==> src/rtl/btn_debounce_multi.sv <==
// Multi-channel push-button debouncer with press/release/long-press pulses.
// A single shared tick counter paces sampling for every channel. Each channel
// synchronises its pin, normalises polarity, and changes its debounced level
// only after STABLE_SAMPLES consecutive equal tick samples.
module btn_debounce_multi #(
    parameter int unsigned       N_CH           = 4,
    parameter int unsigned       TICK_DIV       = 1000000,
    parameter int unsigned       STABLE_SAMPLES = 2,
    parameter int unsigned       LONG_TICKS     = 100,
    parameter logic [N_CH-1:0]   ACTIVE_LOW     = '0
) (
    input  logic            clock,
    input  logic            n_reset,
    input  logic [N_CH-1:0] btn_in,
    output logic [N_CH-1:0] btn_level,
    output logic [N_CH-1:0] btn_press,
    output logic [N_CH-1:0] btn_release,
    output logic [N_CH-1:0] btn_long,
    output logic            tick_out
);

    localparam int unsigned CNT_W  = $clog2(TICK_DIV);
    localparam int unsigned HOLD_W = $clog2(LONG_TICKS + 1);
    localparam int unsigned HIST_W = STABLE_SAMPLES;

    localparam logic [CNT_W-1:0]  CNT_LAST  = CNT_W'(TICK_DIV - 1);
    localparam logic [HOLD_W-1:0] HOLD_MAX  = HOLD_W'(LONG_TICKS);
    localparam logic [HOLD_W-1:0] HOLD_LAST = HOLD_W'(LONG_TICKS - 1);

    logic [CNT_W-1:0]  cnt;
    logic              tick_c;
    logic [N_CH-1:0]   sync_q1;
    logic [N_CH-1:0]   sync_q2;
    logic [N_CH-1:0]   pressed_c;
    logic [HIST_W-1:0] hist        [N_CH];
    logic [HIST_W-1:0] hist_next_c [N_CH];
    logic [N_CH-1:0]   all_one_c;
    logic [N_CH-1:0]   all_zero_c;
    logic [HOLD_W-1:0] hold        [N_CH];

    assign tick_c    = (cnt == CNT_LAST);
    assign pressed_c = sync_q2 ^ ACTIVE_LOW;

    // Shared sample-tick counter and its registered observation strobe.
    always_ff @(posedge clock or negedge n_reset) begin
        if (!n_reset) begin
            cnt      <= '0;
            tick_out <= 1'b0;
        end else begin
            tick_out <= tick_c;
            cnt      <= tick_c ? '0 : cnt + CNT_W'(1);
        end
    end

    // Two-flop synchroniser for the asynchronous button pins.
    always_ff @(posedge clock or negedge n_reset) begin
        if (!n_reset) begin
            sync_q1 <= '0;
            sync_q2 <= '0;
        end else begin
            sync_q1 <= btn_in;
            sync_q2 <= sync_q1;
        end
    end

    // Sample history as it will look after this tick, and its stability flags.
    always_comb begin
        for (int i = 0; i < int'(N_CH); i++) begin
            hist_next_c[i] = HIST_W'({hist[i], pressed_c[i]});
            all_one_c[i]   = &hist_next_c[i];
            all_zero_c[i]  = ~|hist_next_c[i];
        end
    end

    // Per-channel sample shift register, loaded once per tick.
    always_ff @(posedge clock or negedge n_reset) begin
        if (!n_reset) begin
            for (int i = 0; i < int'(N_CH); i++) begin
                hist[i] <= '0;
            end
        end else if (tick_c) begin
            for (int i = 0; i < int'(N_CH); i++) begin
                hist[i] <= hist_next_c[i];
            end
        end
    end

    // Debounced level with one-cycle press/release pulses on each change.
    always_ff @(posedge clock or negedge n_reset) begin
        if (!n_reset) begin
            btn_level   <= '0;
            btn_press   <= '0;
            btn_release <= '0;
        end else begin
            btn_press   <= '0;
            btn_release <= '0;
            if (tick_c) begin
                for (int i = 0; i < int'(N_CH); i++) begin
                    if (all_one_c[i] && !btn_level[i]) begin
                        btn_level[i] <= 1'b1;
                        btn_press[i] <= 1'b1;
                    end else if (all_zero_c[i] && btn_level[i]) begin
                        btn_level[i]   <= 1'b0;
                        btn_release[i] <= 1'b1;
                    end
                end
            end
        end
    end

    // Hold-time counter; saturates so each press yields a single long pulse.
    always_ff @(posedge clock or negedge n_reset) begin
        if (!n_reset) begin
            for (int i = 0; i < int'(N_CH); i++) begin
                hold[i] <= '0;
            end
            btn_long <= '0;
        end else begin
            btn_long <= '0;
            for (int i = 0; i < int'(N_CH); i++) begin
                if (!btn_level[i]) begin
                    hold[i] <= '0;
                end else if (tick_c && (hold[i] < HOLD_MAX)) begin
                    hold[i] <= hold[i] + HOLD_W'(1);
                    if (hold[i] == HOLD_LAST) begin
                        btn_long[i] <= 1'b1;
                    end
                end
            end
        end
    end

endmodule
==> config.mk <==
export PLATFORM = sky130hd
export DESIGN_NAME = btn_debounce_multi
export DESIGN_NICKNAME = d
export VERILOG_FILES = /design/src/rtl/btn_debounce_multi.sv
export SDC_FILE = /design/constraint.sdc
export NUM_CORES = 1
export LEC_CHECK = 0
export CORE_UTILIZATION = 30
export CTS_BUF_LIST = sky130_fd_sc_hd__clkbuf_16
export CTS_CLUSTER_DIAMETER = 150
export DETAILED_ROUTE_END_ITERATION = 12
export HOLD_SLACK_MARGIN = 0.08
export PLACE_DENSITY = 0.57
export SLEW_MARGIN = 20
export SYNTH_ARGS = -nofsm -noshare
export SYNTH_HDL_FRONTEND = slang
export SYNTH_SLANG_ARGS = --single-unit
==> constraint.sdc <==
create_clock -name clock -period 2.3 [get_ports clock]
set_clock_uncertainty 0.1 [all_clocks]
set_input_delay 0.345 -clock clock [delete_from_list [all_inputs] [get_ports clock]]
set_output_delay 0.345 -clock clock [all_outputs]
set_load 0.02 [all_outputs]
# After elaboration in Yosys (flattened, before gate mapping)
# Cells that the tools add are included.
[word_totals]
reg_bits = 77
inputBits = 6
out_inout_bits = 17
word_cells = 116
[classes]
n_addsub = 5
order_cmp = 4
eq_ne = 9
mux = 43
n_reduce_logical = 36
[ops]
columns = ["op", "count"]
rows = [
  ["2-to-1 mux 7 bit", 8],
  ["2-to-1 mux 1 bit", 32],
  ["adder 7 x 1 -> 7 bit (second input constant)", 4],
  ["equality test 7 bit (second input constant)", 4],
  ["< comparator 7 bit (second input constant)", 4],
  ["adder 20 x 1 -> 20 bit (second input constant)", 1],
  ["equality test 20 bit (second input constant)", 1],
  ["2-to-1 mux 20 bit", 1],
  ["AND reduction 2 bit", 8],
  ["logical AND 1 bit", 12],
  ["logical NOT 1 bit", 8],
  ["2-to-1 mux 4 bit", 2],
  ["!= test 2 x 1 -> 1 bit (second input constant)", 4],
  ["nonzero test 2 bit", 4],
  ["OR reduction 2 bit", 4],
]

# Depth between registers and ports, before layout
# Gate-level depths: netlist of the first run.
[depth]
depth_word = 6
mapped_depth = 9
depth_no_buf = 6

# Least setup slack after synthesis of the first run
# OpenSTA, ideal clock, no wires.
[synth_path]
kind = "register to register"
start = "register cnt[0]"
end = "register hist[0] (netlist name)"
setup_time_ns = 0.125
t_arrival_ns = 1.787
required_time_ns = 2.075
setup_slack_ns = 0.289
path_stages_with_launch = 10
path_buffers = 3
synth_period_minus_slack_ns = 2.011
path_cell_list = "dfrtp_1 ha_1 and3_1 buf_2 nand2_1 or2_1 buf_2 inv_2 buf_4 mux2_2"
[synth_via]
elab_chain_len = 1
[synth_lines]
columns = ["item", "line_no", "text"]
rows = [
  ["start: declaration", "30", "logic [CNT_W-1:0] cnt;"],
  ["start signal: assignment", "51", "cnt <= tick_c ? '0 : cnt + CNT_W'(1);"],
  ["equality test 20 bit", "41", "assign tick_c = (cnt == CNT_LAST);"],
  ["end signal: indexed assignment", "83", "hist[i] <= hist_next_c[i];"],
  ["end: declaration", "35", "logic [HIST_W-1:0] hist [N_CH];"],
]
# No other way between the ends.
# A chain may end at the register's enable or synchronous reset.

# Worst setup path in the final report of the first run
[layout_path]
start = "register hold[17] (netlist name)"
end = "register hold[17] (netlist name)"
[layout_via]
elab_chain_len = 3
word_cells_on_any_way = 6
cone_classes = "add/sub (1); order compare (1); eq/ne (1); mux (2); reduce/logical (1)"
[layout_lines]
columns = ["item", "line_no", "text"]
rows = [
  ["start: declaration", "39", "logic [HOLD_W-1:0] hold [N_CH];"],
  ["start signal: indexed assignment", "124", "hold[i] <= hold[i] + HOLD_W'(1);"],
  ["adder 7 x 1 -> 7 bit or < comparator 7 bit (tied branches)", "124, 123", ""],
  ["2-to-1 mux 7 bit or logical AND 1 bit (tied branches)", "123", "end else if (tick_c && (hold[i] < HOLD_MAX)) begin"],
  ["2-to-1 mux 7 bit or != test 2 x 1 -> 1 bit (tied branches)", "--", ""],
]
# Several ways; a longest one is shown, not always the timed one. The select of a mux whose other input is x is not followed.

==> reports/metrics.cfg, run 1 <==
[critical_path]
reg2reg_depth = 4
critPathMaxFanout = 11
worstReg2RegEnd = hold[17]
cp-end-kind = flop
r2r-start = hold[17]
required_ns = 2.45
startpoint_type = flop
path_class = flop to flop
arrival_ns = 2.29
r2r_setup_slack_ns = 0.17

[detailed_routing]
vias = 2586
wl_per_cell_um = 14.6
drt_iter0_drc = 152
dr.pass1.iters = 4
drt-total-wl_um = 7290
routed_via_density = 5.16
drtAntennaViolNets = 0
drc = 0

[logic_synthesis]
synth_area_leader_cell = dfrtp_1
syn_area_um2 = 3560
synthArstFlopShare_pct = 100
synth_top_area_share_pct = 54.2
synthCells = 325
synth.top_cells.by_area = dfrtp_1 54%, nand3_1 3.0%, o21ai_0 2.4%, o31ai_1 2.3%, or4_1 2.3%
ys_types = 44
synth-seq-cells = 77
syn_nets = 336
synth_ff_type = dfrtp_1
yosysWarnings = 0
synth_edf_count = 0
post_synth.cell_area_avg_um2 = 10.9
ys_seq_area_share_pct = 54.2

[timing]
setup_viol = 0
tns_ns = 0
drv_slew = 0
slew_headroom_pct = 54.5
finalCriticalPeriod_ns = 2.13
hold_violations = 0
fmax_mhz = 469
fin_crit_sh_pct = 92.7
rsz0062_at_grt = yes
tightestPinTransition_ns = 0.682

[clock_tree]
clkTransAtPathRegs_ns = 0.05
cts_root_buf = clkbuf_16
cts_setup_buffers = 0
cts.sinks = 77
htree_levels = 3
post_cts_resized = 0
cts_tree = done
cts-buffers-inserted = 9
clk_latency_ns = 0.33
clk_path_buf_depth = 2

[die]
start_util_pct = 31.0
fp.dieW_um = 111
die_h_um = 111
pin_count = 23
core_um2 = 11500
die-area_um2 = 12300
rows = 39

[min_path]
holdPathStages = 0
hold_start = sync_q1[2]
min_to = pressed_c[2]
min_path_type = flop to flop

[layout]
final_cell_area_um2 = 4270
fin_nets = 365
antenna-diode-count = 0
final_cells = 501
synthToLayoutAreaGrowth_pct = 20.1
layout-drive-gt1-share_pct = 10.6

[pwr]
ir_drop_mv = 0.359
intPower_mw = 2.20
p_per_area_nw_per_um2 = 642
share_seq_of_total_power_pct = 49.9
pwr-share-comb_pct = 1.5
p_leak_nw = 1.71
p_clk_share_pct = 48.7
p_switching_uw = 547
sw_frac_of_total_pct = 19.9

[grt]
grt_usage_pct = 13.2
antenna_found_initial = 0
grt_pass1_wl_um = 12900
grt_pass1_vias = 2581
grt_max_degree = 57
overflow = 0

[flow_run]
max-cap-violations = 0

[placement]
io_buffers = 22
place_area_um2 = 3980
dpl.cell_count = 485
gp_congestion = 0.766
dp_hpwl_um = 4870

[status]
status = completed

[stage by stage]
stage / util [%] / hold WS (ns) / power [mW] / setup WS (ns)
CTS: 37.3 / 0.248 / 2.80 / 0.107
floorplan: - / -0.0506 / 1.39 / 0.289
global route: 37.3 / 0.259 / 2.85 / -0.0166
detailed placement: 34.7 / 0.235 / 1.43 / 0.119
finish: 37.3 / 0.249 / 2.74 / 0.167
global placement: 34.7 / 0.234 / 1.43 / 0.0186
[power by group through the flow]
| stage | Clock, mW | Combinational [mW] | Sequential, mW |
|---|---|---|---|
| floorplan | 0 | 0.0000956 | 1.39 |
| CTS | 1.38 | 0.0438 | 1.37 |
| detailed placement | 0 | 0.0425 | 1.39 |
| global route | 1.44 | 0.0481 | 1.37 |
| finish | 1.34 | 0.0400 | 1.37 |
| global placement | 0 | 0.0418 | 1.39 |
[timing repair]
item / CTS / global route
hold buffers: 1 / 0
setup endpoints to repair: 0 / 1
endpoints found under the hold margin: 51 / 0
[placed cells by master, fill, tap and decap left out, drive strengths merged, types with 6 or more instances in the layout]
cell	count
inv	12
clkbuf	9
nand2	20
and3	6
mux2i	6
a21oi	7
nand4	7
xor2	9
nand3	22
dfrtp	77
nor4	12
or3	7
a21boi	11
clkdlybuf4s50	21
o31ai	11
or4	11
o21a	9
buf	14
o21ai	17
o311ai	6
nor2	9
[how the worst max path moves through the flow]
| stage | start | to | slack [ns] |
|---|---|---|---|
| detailed placement | hold[17] | hold[17] | 0.12 |
| finish | hold[17] | hold[17] | 0.17 |
| global placement | hold[17] | hold[17] | 0.02 |
| global route | hold[17] | hold[17] | -0.02 |
| CTS | hold[17] | hold[17] | 0.11 |
| floorplan | cnt[0] | hist[0] | 0.29 |
[cell type report]
class / instances / area, um^2
inverters: 12 / 45.0
multi-input cells: 218 / 1490
clock inverters: 6 / 55.1
fillers: 1106 / 7190
repair buffers: 36 / 350
flip-flops and latches: 77 / 1930
clock buffers: 9 / 225
well taps: 143 / 179
[cell families after synthesis]
| family | share of synthesized area (%) |
|---|---|
| compound gates | 13.1 |
| xor+xnor | 3.20 |
| fa+ha+maj | 1.76 |
| buf+inv | 3.90 |
| flops | 54.2 |
| mux | 2.95 |
| simple gates | 20.9 |
[synth_stat cells (4+ instances only)]
| cell | instances |
|---|---|
| nor4_1 | 9 |
| o311ai_0 | 5 |
| nand3_1 | 21 |
| nand2b_1 | 5 |
| xor2_1 | 9 |
| or4_1 | 11 |
| o211ai_1 | 4 |
| a21oi_1 | 7 |
| ha_1 | 5 |
| dfrtp_1 | 77 |
| nor3_1 | 4 |
| clkbuf_1 | 9 |
| xnor2_1 | 4 |
| or3_1 | 7 |
| and4b_1 | 5 |
| a21boi_1 | 7 |
| o31ai_1 | 11 |
| mux2i_1 | 6 |
| and3_1 | 6 |
| buf_2 | 6 |
| nand2_1 | 20 |
| inv_1 | 11 |
| and4_1 | 4 |
| o21a_1 | 9 |
| o21ai_0 | 17 |
| a21boi_0 | 4 |
| nand4_1 | 7 |
| nor2_1 | 9 |
[worst max-delay path: stages (launching register included)]
cell and delay, ns:
dfrtp_1 0.43, o311ai_0 0.41, nand3_1 0.38, or4_1 0.58, a21boi_1 0.15
[sequential cells by signal (all words and copies together) (netlist names)]
name and count:
btn_press 4, btn_long 4, hist 4, btn_level 4
tick_out 1, hold 28, sync_q1 4, pressed_c 4
btn_release 4, cnt 20
[layer usage]
layer	vias up	part of all wire [%]	routed length, um	global-route usage, %
met3	12	2.5	183	2.68
met4	0	1.9	138	6.31
met5	-	0	0	0
met1	1275	50	3610	18.1
li1	1265	-	-	-
met2	34	46	3360	20.0
Note: power is estimated with default switching activity, not from simulation.
==> inputs of run 2 (changes only) <==
--- a/config.mk
+++ b/config.mk
@@ -5,12 +5,13 @@
 export SDC_FILE = /design/constraint.sdc
 export NUM_CORES = 1
 export LEC_CHECK = 0
-export CORE_UTILIZATION = 30
+export ABC_CLOCK_PERIOD_IN_PS = 2300
+export CORE_UTILIZATION = 59
 export CTS_BUF_LIST = sky130_fd_sc_hd__clkbuf_16
 export CTS_CLUSTER_DIAMETER = 150
 export DETAILED_ROUTE_END_ITERATION = 12
 export HOLD_SLACK_MARGIN = 0.08
-export PLACE_DENSITY = 0.57
+export PLACE_DENSITY = 0.91
 export SLEW_MARGIN = 20
 export SYNTH_ARGS = -nofsm -noshare
 export SYNTH_HDL_FRONTEND = slang
==> reports/metrics.cfg, run 2 (same netlist as run 1, synthesis figures left out) <==
[die]
rows = 27  ; -31%
die_h_um = 79.6  ; -28%
core_um2 = 5640  ; -51%
fp.dieW_um = 79.6  ; -28%
start_util_pct = 63.1  ; +32 points
die-area_um2 = 6340  ; -48%
pin_count = 23  ; unchanged

[critical_path]
startpoint_type = flop
r2r-start = hold[10]
cp-end-kind = flop
arrival_ns = 2.24  ; -0.05 ns
required_ns = 2.45  ; about the same
critPathMaxFanout = 13  ; +2
worstReg2RegEnd = hold[10]
reg2reg_depth = 5  ; +1
r2r_setup_slack_ns = 0.21  ; +0.05 ns
path_class = flop to flop

[grt]
grt_usage_pct = 27.1  ; +14 points
grt_max_degree = 43  ; -25%
grt_pass1_vias = 2737  ; +6.0%
grt_pass1_wl_um = 12800  ; -1.0%
antenna_found_initial = 0  ; unchanged
overflow = 0  ; unchanged

[clock_tree]
cts_root_buf = clkbuf_16
cts_hold_buffers = 1  ; unchanged
clkTransAtPathRegs_ns = 0.06  ; about the same
cts.sinks = 77  ; unchanged
htree_levels = 3  ; unchanged
cts_setup_buffers = 0  ; unchanged
clk_path_buf_depth = 2  ; unchanged
cts-buffers-inserted = 9  ; unchanged
clk_latency_ns = 0.33  ; about the same
post_cts_resized = 0  ; unchanged
cts_tree = done

[layout]
regMostFlops = hold
layout_common_cells = 77 x dfrtp_1, 21 x nand3_1, 21 x clkdlybuf4s50_1, 20 x nand2_1, 17 x o21ai_0
antenna-diode-count = 0  ; unchanged
area.sequential_um2 = 1930  ; unchanged
final_cell_area_um2 = 4210  ; -1.5%
layout.cells.most_common = dfrtp_1
largest_reg_flops = 28  ; unchanged
layout-drive-gt1-share_pct = 10.9  ; +0.28 points
synthToLayoutAreaGrowth_pct = 18.3
multiInputGateArea_um2 = 1490  ; unchanged
final_cells = 430  ; -14%
fin_nets = 365  ; unchanged
top_regs = hold x28, cnt x20
fill_cells = 371  ; -66%

[status]
status = completed

[placement]
dpl.cell_count = 414  ; -15%
dp_hpwl_um = 4760  ; -2.3%
gp_congestion = 0.832  ; +8.5%
place_area_um2 = 3890  ; -2.2%
io_buffers = 22  ; unchanged

[detailed_routing]
wl_per_cell_um = 17.4  ; +19%
drc = 0  ; unchanged
dr.pass1.iters = 4  ; unchanged
drtAntennaViolNets = 0  ; unchanged
drt-total-wl_um = 7480  ; +2.5%
drt_iter0_drc = 94  ; -38%
vias = 2723  ; +5.3%
routed_via_density = 6.33  ; +23%

[timing]
fmax_mhz = 479  ; +2.2%
rsz0062_at_grt = no
tns_ns = 0  ; unchanged
setup_viol = 0  ; unchanged
slew_headroom_pct = 68.3  ; +14 points
drv_slew = 0  ; unchanged
fin_crit_sh_pct = 90.7  ; -2.0 points
finalCriticalPeriod_ns = 2.09  ; -0.0454 ns
hold_violations = 0  ; unchanged
fin_hold_ws_ns = 0.257  ; +0.00827 ns
tightestPinTransition_ns = 0.470  ; -0.212 ns

[min_path]
holdPathStages = 0  ; unchanged
min_to = pressed_c[2]
hold_start = sync_q1[2]
min_path_type = flop to flop

[flow_run]
max-cap-violations = 0  ; unchanged

[pwr]
p_per_area_nw_per_um2 = 679  ; +5.7%
p_leak_nw = 1.72  ; +0.73%
ir_drop_mv = 0.495  ; +38%
finalPower_mw = 2.86  ; +4.1%

-- run 2: cell types whose count changed in the layout (fill, tap and decap cells not counted), sizes merged --
cell	delta
clkinvlp	-1
bufinv	+1
-- run 2: worst max-delay path by stage --
stage / end / from / depth (start not counted)
2_1_floorplan: hist[0] / cnt[0] / 9
3_3_place_gp: hold[11] / hold[10] / 5
3_5_place_dp: hold[11] / hold[10] / 5
4_1_cts: hold[10] / hold[10] / 5
5_1_grt: hold[0] / hold[3] / 5
6_report: hold[10] / hold[10] / 5
-- run 2: stage by stage --
| step | utilization, % | setup WS (ns) |
|---|---|---|
| detailed placement | 69.0 | 0.227 |
| global placement | 69.0 | 0.239 |
| global route | 74.6 | 0.00105 |
| finish | 74.6 | 0.213 |
| CTS | 74.6 | 0.206 |
| floorplan | - | 0.289 |
-- run 2: layer usage --
layer  up-vias  track usage [%]  share of wire (%)
met5         -                0                  0
met2        76             45.0                 51
met1      1346             32.6                 42
met4         0             16.5                3.5
met3        27             5.26                3.5
li1       1274                -                  -
-- run 2: critical path: stages, from the launching register on --
cell and delay [ns]:
dfrtp_1 0.44, o311ai_0 0.48, nand3_1 0.15, buf_4 0.20, or4_1 0.47, a21oi_1 0.17
-- run 2: final cells by class --
class                      count  area share [%]
clock buffer                   9            5.35
clock inverter                 6            1.87
inverter                      12            1.07
multi-input combinational    218            35.4
sequential                    77            45.8
tap                           72            2.14
timing repair buffer          36            8.33
-- run 2: power breakdown --
| group | total, mW | leakage [nW] | internal, mW | switching (mW) |
|---|---|---|---|---|
| Combinational | 0.0400 | 0.526 | 0.0127 | 0.0273 |
| Clock | 1.45 | 0.152 | 0.933 | 0.515 |
| Sequential | 1.37 | 1.04 | 1.36 | 0.00554 |
| Total | 2.86 | 1.72 | 2.31 | 0.548 |
==> inputs of run 3 (changes only) <==
--- a/config.mk
+++ b/config.mk
@@ -12,7 +12,7 @@
 export DETAILED_ROUTE_END_ITERATION = 12
 export HOLD_SLACK_MARGIN = 0.08
 export PLACE_DENSITY = 0.91
-export SLEW_MARGIN = 20
+export SLEW_MARGIN = 10
 export SYNTH_ARGS = -nofsm -noshare
 export SYNTH_HDL_FRONTEND = slang
 export SYNTH_SLANG_ARGS = --single-unit
==> results of run 3 <==
Final layout, timing and power as in run 2 (identical DEF).
